File: src/rtl/iter_radix4_booth_mul.sv
// Iterative unsigned multiplier built around one shared radix-4 Booth partial-product stage.
// Each RUN cycle retires one Booth digit. Results are exchanged through valid/ready handshakes.
module iter_radix4_booth_mul #(
  parameter int WIDTH = 8
) (
  input  logic               clk,
  input  logic               rst,
  input  logic               in_valid,
  output logic               in_ready,
  input  logic [WIDTH-1:0]   a,
  input  logic [WIDTH-1:0]   b,
  output logic               out_valid,
  input  logic               out_ready,
  output logic [2*WIDTH-1:0] product,
  output logic               busy
);

  localparam int N    = WIDTH / 2 + 1;
  localparam int ACCW = 2 * WIDTH + 2;
  localparam int CW   = $clog2(N + 1);

  typedef enum logic [1:0] {IDLE, RUN, DONE} state_e;

  state_e           state_q, state_d;
  logic [WIDTH-1:0] mcand_q, mcand_d;
  logic [WIDTH+2:0] mplier_q, mplier_d;
  logic [ACCW-1:0]  acc_q, acc_d;
  logic [CW-1:0]    step_q, step_d;

  logic [ACCW-1:0]  mag;
  logic [ACCW-1:0]  pp;
  logic [ACCW-1:0]  inj;
  logic             neg;
  logic [CW:0]      shamt;

  always_ff @(posedge clk) begin
    if (rst) begin
      state_q  <= IDLE;
      mcand_q  <= '0;
      mplier_q <= '0;
      acc_q    <= '0;
      step_q   <= '0;
    end else begin
      state_q  <= state_d;
      mcand_q  <= mcand_d;
      mplier_q <= mplier_d;
      acc_q    <= acc_d;
      step_q   <= step_d;
    end
  end

  // The multiplier register shifts right two bits per step, so bits [2:0] always hold the current digit window
  always_comb begin
    mag = '0;
    neg = 1'b0;
    unique case (mplier_q[2:0])
      3'b001, 3'b010: mag = {{(ACCW-WIDTH){1'b0}}, mcand_q};
      3'b011:         mag = {{(ACCW-WIDTH-1){1'b0}}, mcand_q, 1'b0};
      3'b100: begin
        mag = {{(ACCW-WIDTH-1){1'b0}}, mcand_q, 1'b0};
        neg = 1'b1;
      end
      3'b101, 3'b110: begin
        mag = {{(ACCW-WIDTH){1'b0}}, mcand_q};
        neg = 1'b1;
      end
      default: begin
        mag = '0;
        neg = 1'b0;
      end
    endcase
  end

  // Negative digits use the inverted magnitude; the +1 is injected at bit 2i to complete the two's complement
  always_comb begin
    shamt = {step_q, 1'b0};
    pp    = (neg ? ~mag : mag) << shamt;
    inj   = ACCW'(neg) << shamt;
  end

  always_comb begin
    state_d  = state_q;
    mcand_d  = mcand_q;
    mplier_d = mplier_q;
    acc_d    = acc_q;
    step_d   = step_q;
    unique case (state_q)
      IDLE: begin
        if (in_valid) begin
          mcand_d  = a;
          mplier_d = {2'b00, b, 1'b0};
          acc_d    = '0;
          step_d   = '0;
          state_d  = RUN;
        end
      end
      RUN: begin
        acc_d    = acc_q + pp + inj;
        mplier_d = {2'b00, mplier_q[WIDTH+2:2]};
        step_d   = step_q + 1'b1;
        if (step_q == CW'(N - 1)) begin
          state_d = DONE;
        end
      end
      DONE: begin
        if (out_ready) begin
          state_d = IDLE;
        end
      end
      default: state_d = IDLE;
    endcase
  end

  assign in_ready  = (state_q == IDLE);
  assign out_valid = (state_q == DONE);
  assign busy      = (state_q != IDLE);
  assign product   = acc_q[2*WIDTH-1:0];

endmodule

File: config.mk
export PLATFORM = sky130hd
export DESIGN_NAME = iter_radix4_booth_mul
export DESIGN_NICKNAME = d
export VERILOG_FILES = /design/src/rtl/iter_radix4_booth_mul.sv
export SDC_FILE = /design/constraint.sdc
export NUM_CORES = 1
export LEC_CHECK = 0
export CORE_ASPECT_RATIO = 1.75
export CORE_MARGIN = 3
export CORE_UTILIZATION = 56
export CTS_CLUSTER_DIAMETER = 100
export CTS_CLUSTER_SIZE = 24
export DETAILED_ROUTE_END_ITERATION = 7
export GPL_TIMING_DRIVEN = 1
export HOLD_SLACK_MARGIN = 0.15
export PLACE_DENSITY = 0.87
export SYNTH_ARGS = -nofsm -noshare
export SYNTH_HDL_FRONTEND = slang
export SYNTH_SLANG_ARGS = --single-unit
File: constraint.sdc
create_clock -name clk -period 5.2 [get_ports clk]
set_clock_uncertainty 0.15 [all_clocks]
set_input_delay 1.56 -clock clk [delete_from_list [all_inputs] [get_ports clk]]
set_output_delay 1.56 -clock clk [all_outputs]
set_load 0.05 [all_outputs]
Yosys cells after proc, flatten, opt, wreduce, memory -nomap -nowiden
Cells that the tools add are included.
- flip-flop bits (word level): 42
- output and inout bits: 19
- logic and storage cells: 45
- $add $sub $neg: 3
- equality and inequality tests: 12
- shifts and indexed selects: 2
- muxes and demuxes: 13
- bitwise operators: 1
- reduce and logical (&&, ||, !) cells: 9
- operators with widths (kind ; number):
    adder 18 bit ; 2
    2-to-1 mux 18 bit ; 2
    one-hot mux 18 bit (2 select lines) ; 1
    one-hot mux 11 bit (2 select lines) ; 1
    NOT 18 bit ; 1
    one-hot mux 9 bit (2 select lines) ; 1
    << shifter 1 x 4 -> 18 bit ; 1
    << shifter 18 x 4 -> 18 bit ; 1
    == test 3 bit (second input constant) ; 4
    2-to-1 mux 11 bit ; 1
    == test 3 x 2 -> 1 bit (second input constant) ; 2
    2-to-1 mux 2 bit ; 3
    one-hot mux 2 bit (3 select lines) ; 1
    one-hot mux 3 bit (2 select lines) ; 1
    != test 2 bit (second input constant) ; 2
    AND reduction 2 bit ; 2
    nonzero test 2 bit ; 2
    OR reduction 4 bit ; 1
    adder 3 x 1 -> 3 bit (second input constant) ; 1
    == test 3 x 1 -> 1 bit (second input constant) ; 1
    2-to-1 mux 3 bit ; 1
    AND reduction 3 bit ; 1
    OR reduction 3 bit ; 1
    == test 2 x 1 -> 1 bit (second input constant) ; 1
    5 further kinds ; 5

Logic depth before layout (Yosys ltp)
- word-level depth: 9
- gate-level depth with buffers: 19
- depth with buffers taken out: 19

Least setup slack after synthesis
No wires, ideal clock.
- path type: reg2reg
- from: reg mplier_q[1]
- to: reg acc_q[11]
- arrival: 3.925 ns
- required time: 4.933 ns
- path slack: 1.008 ns
- cell stages (with the launch flop): 18
- buffers on the path: 0
- period minus slack after synthesis: 4.192 ns
- path through: dfxtp_1 inv_1 ha_1 o31ai_2 inv_1 xnor2_1 nand2_1 o21ai_0 nand2b_1 fa_1 inv_1 ha_1 and3_1 a211o_1 a21boi_0 o21ai_0 xor2_1 a22o_1
- word-level cells in the longest chain between the ends: 9
- elaborated cells between the ends (all ways): 18
- those cells by class: add/sub (2); eq/ne (6); shift (2); mux (4); bitwise (1); reduce/logical (3)
- ends and longest elaborated chain (what ; line ; source):
    start, declared ; 26 ; logic [WIDTH+2:0] mplier_q, mplier_d;
    start signal, assigned ; 46 ; mplier_q <= mplier_d;
    == test 3 bit, or another cell as far along ; 56 ; unique case (mplier_q[2:0])
    OR reduction 4 bit (no line) or OR reduction 2 bit (tied branches) ; n/a ;
    one-hot mux 9 bit (2 select lines) ; 56 ;
    NOT 18 bit ; 77 ; pp = (neg ? ~mag : mag) << shamt;
    2-to-1 mux 18 bit ; 77 ;
    << shifter 18 x 4 -> 18 bit ; 77 ;
    adder 18 bit ; 98 ; acc_d = acc_q + pp + inj;
    adder 18 bit (*) ; 98 ;
    one-hot mux 18 bit (2 select lines) (*) ; 87 ; unique case (state_q)
    end signal, assigned ; 41 ; acc_q <= '0;
    end signal, assigned ; 47 ; acc_q <= acc_d;
    end, declared ; 27 ; logic [ACCW-1:0] acc_q, acc_d;
Every way passes the cells marked *; elsewhere a longest branch is shown, timed or not.
A chain may end at the register's enable or synchronous reset.

Final worst setup path
Ends and elaborated chain as after synthesis.

==> results.cfg <==
[outcome]
status = complete, no violations

[worst_setup_path]
crit_top_cell = inv_1
path_cells = inv_1 -> ha_1 -> o31ai_2 -> buf_4 -> inv_1 -> xnor2_1 -> nand2_1 -> o21ai_0 -> nand2b_1 -> fa_1 -> inv_1 -> ha_1 -> and3_1 -> a211o_1 -> a21boi_0 -> o21ai_0 -> xor2_1 -> a22o_1
cpPeakStageDelay_ns = 0.52
start_kind = register
cp_slowest_cell = fa_1
worst_ep_required_time_ns = 5.25
crit_fanout = 17
worstReg2RegStart = mplier_q[1]$_SDFFE_PP0P_
path_buf_inv = 4
criticalPathCategory = register to register
ff2ff_path_depth = 18
reg2reg_to = acc_q[11]$_SDFFE_PP0P_
cpLargestDelayFamily = compound AO/OA/AOI/OAI gates
reg2reg_setup_slack_ns = 0.61
end_kind = register
arrival_ns = 4.63

[global_route]
grt_max_degree = 31
grt_pass1_vias = 2818
antenna_found_initial = 0
grt_first_pass_wirelength_mm = 12.68
grt_usage = 0.2656
overflow = 0

[detailed_routing]
wl_mm = 7.553
vias = 2867
routedWlPerCell_um = 16.17
drt_iter0_drc = 94
drc = 0
drt_pass1_iterations = 4
antenna_left = 0
via_per_inst = 6.139

[flow_run]
maxCapViolCount = 0

[min_path]
whs_path_depth = 2
min_to = mplier_q[8]$_SDFFE_PP0P_
hold_class = register to register
min_from = mplier_q[8]$_SDFFE_PP0P_

[clock_network]
postCtsSetupBuffers = 0
hold_buffers = 0
cts_inserted_buffers = 5
htree_levels = 2
path_clk_slew_ns = 0.08
cts_sinks = 38
clockBufferDepth = 2
cts_tree = done
cts_root_buffer = clkbuf_8
clock_latency_ns = 0.30
postCtsResizedCells = 0

[sta]
period_needed_ns = 4.586
relSlewSlack = 0.3377
min_period_over_period = 0.8819
setup-violations-final = 0
tns_ns = 0
slew_viol_final = 0
fmax_mhz = 218.1
hold_violations = 0
rsz0062_at_grt = false
worstMarginPinSlew_ns = 0.9911

[floorplanning]
core_sq_mm = 0.005062
die_x_um = 61.37
die_area_sq_mm = 0.006314
fp.dieH_um = 102.9
ioPinCount = 39
start_util = 0.5934
std_cell_rows = 34

[synth]
synth_area_sq_mm = 0.003004
yosysMostFrequentCell = nand2_1
synth_area_leaders = dfxtp_1, ha_1, nand2_1, xnor2_1, a21oi_1
synth-seq-cells = 38
yosys_warnings = 0
synth.distinct_cells = 47
syn_nets = 444
ys_seq_area_frac = 0.2532
synthFlopType = dfxtp_1
synthCells = 388
synthTopCellsByCount = nand2_1, dfxtp_1, a21oi_1
synth_top_area_share = 0.2532
synthArstFlopShare = 0
synth_top_area_cell = dfxtp_1
syn_area_per_cell_sq_um = 7.743
synth_edf_count = 0

[cells_and_area]
fin_area_sq_mm = 0.003473
drive_gt1_frac = 0.04843
antennaDiodeCount = 0
nets = 469
area_growth_pct = 15.62

[placement]
placed_area_sq_mm = 0.003390
place_congestion = 1.065
port_buffers = 38
dp_hpwl_mm = 5.775

[power_and_ir_drop]
peakVddDrop_v = 0.0002290
p_per_area_mw_per_mm2 = 237.8
power.leakage_uw = 0.001457
## placed cells by master, fill, tap and decap left out, types with 2 or more instances in the layout
master,Yosys,final
a211oi_1,2,2
a21boi_0,2,2
a21o_1,3,3
a21oi_1,37,37
a22o_1,4,4
a22oi_1,6,6
a22oi_2,2,2
a311oi_1,6,6
a31oi_1,4,4
and2_1,2,2
buf_4,1,5
clkbuf_8,0,5
clkdlybuf4s50_1,0,38
clkinvlp_4,0,2
dfxtp_1,38,38
fa_1,9,9
ha_1,27,27
inv_1,19,19
mux2i_1,6,6
nand2_1,61,61
nand2b_1,3,3
nand3_1,23,23
nor2_1,29,29
nor2b_1,3,3
nor3_1,10,10
nor4_1,2,2
o211ai_1,3,3
o21ai_0,16,16
xnor2_1,24,24
xor2_1,5,5
## flip-flops by register name, indices dropped and copies added (netlist names)
signal / count
mcand_q: 8
step_q: 3
mplier_q: 9
acc_q: 16
state_q: 2
## routing by layer
| layer | up-vias | global-route usage | share of wire |
|---|---|---|---|
| met5 | - | 0 | 0 |
| met4 | 0 | 0.1683 | 0.058 |
| met3 | 33 | 0.04887 | 0.040 |
| met2 | 92 | 0.4641 | 0.53 |
| met1 | 1351 | 0.2802 | 0.37 |
| li1 | 1391 | - | - |
## cell type report
class                      count  area (sq um)
clock buffer                   5         68.82
clock inverter                 2         15.01
fill                         425          1589
inverter                      20         75.07
multi-input combinational    305          2068
sequential                    38         760.7
tap                           54         67.56
timing repair buffer          43         417.9
## report_power, final
group / switching [uW] / internal [uW] / total (uW)
Clock: 116 / 91.7 / 208
Combinational: 174 / 115 / 289
Sequential: 18.8 / 310 / 328
## cells by family (layout without fill, tap and decap cells)
family / count (synthesis) / after routing / synth area share
AND/OR/NAND/NOR: 140 / 140 / 0.2045
AO/OA/AOI/OAI: 92 / 92 / 0.1945
buffers and inverters: 45 / 70 / 0.05831
flip-flops: 38 / 38 / 0.2532
adder cells (fa/ha/maj): 36 / 36 / 0.1724
XOR/XNOR: 29 / 29 / 0.08455
multiplexers: 8 / 8 / 0.03249
## tightest hold or removal path, delay by kind of cell, from the launching register on
kind             cells  cell delay [ns]
AO/OA/AOI/OAI        1             0.06
flip-flops           1             0.32
AND/OR/NAND/NOR      1             0.06
## worst max path at each step
| stage | startpoint | slack [ns] | depth (start not counted) | to |
|---|---|---|---|---|
| after floorplan | mplier_q[1]$_SDFFE_PP0P_ | 1.01 | 17 | acc_q[11]$_SDFFE_PP0P_ |
| after global placement | mplier_q[0]$_SDFFE_PP0P_ | 0.82 | 18 | acc_q[11]$_SDFFE_PP0P_ |
| after detailed placement | mplier_q[1]$_SDFFE_PP0P_ | 0.72 | 18 | acc_q[11]$_SDFFE_PP0P_ |
| after CTS | mplier_q[1]$_SDFFE_PP0P_ | 0.69 | 18 | acc_q[11]$_SDFFE_PP0P_ |
| after global routing | mplier_q[1]$_SDFFE_PP0P_ | 0.35 | 17 | acc_q[11]$_SDFFE_PP0P_ |
| final | mplier_q[1]$_SDFFE_PP0P_ | 0.61 | 18 | acc_q[11]$_SDFFE_PP0P_ |
## per-stage QoR
| stage | util | cells | total power (uW) | hold WS [ns] | setup slack (ns) |
|---|---|---|---|---|---|
| 6_report | 0.6861 | 467 | 825.9 | 0.3305 | 0.6143 |
| 5_1_grt | 0.6861 | 467 | 873.0 | 0.3528 | 0.3526 |
| 4_1_cts | 0.6861 | 467 | 825.1 | 0.3301 | 0.6923 |
| 3_5_place_dp | 0.6696 | 460 | 622.1 | 0.3186 | 0.7163 |
| 3_3_place_gp | 0.6696 | 460 | 614.5 | 0.3086 | 0.8232 |
| 2_1_floorplan | - | 388 | 543.4 | 0.2983 | 1.008 |
No activity file was read; power rests on OpenSTA's default activity.
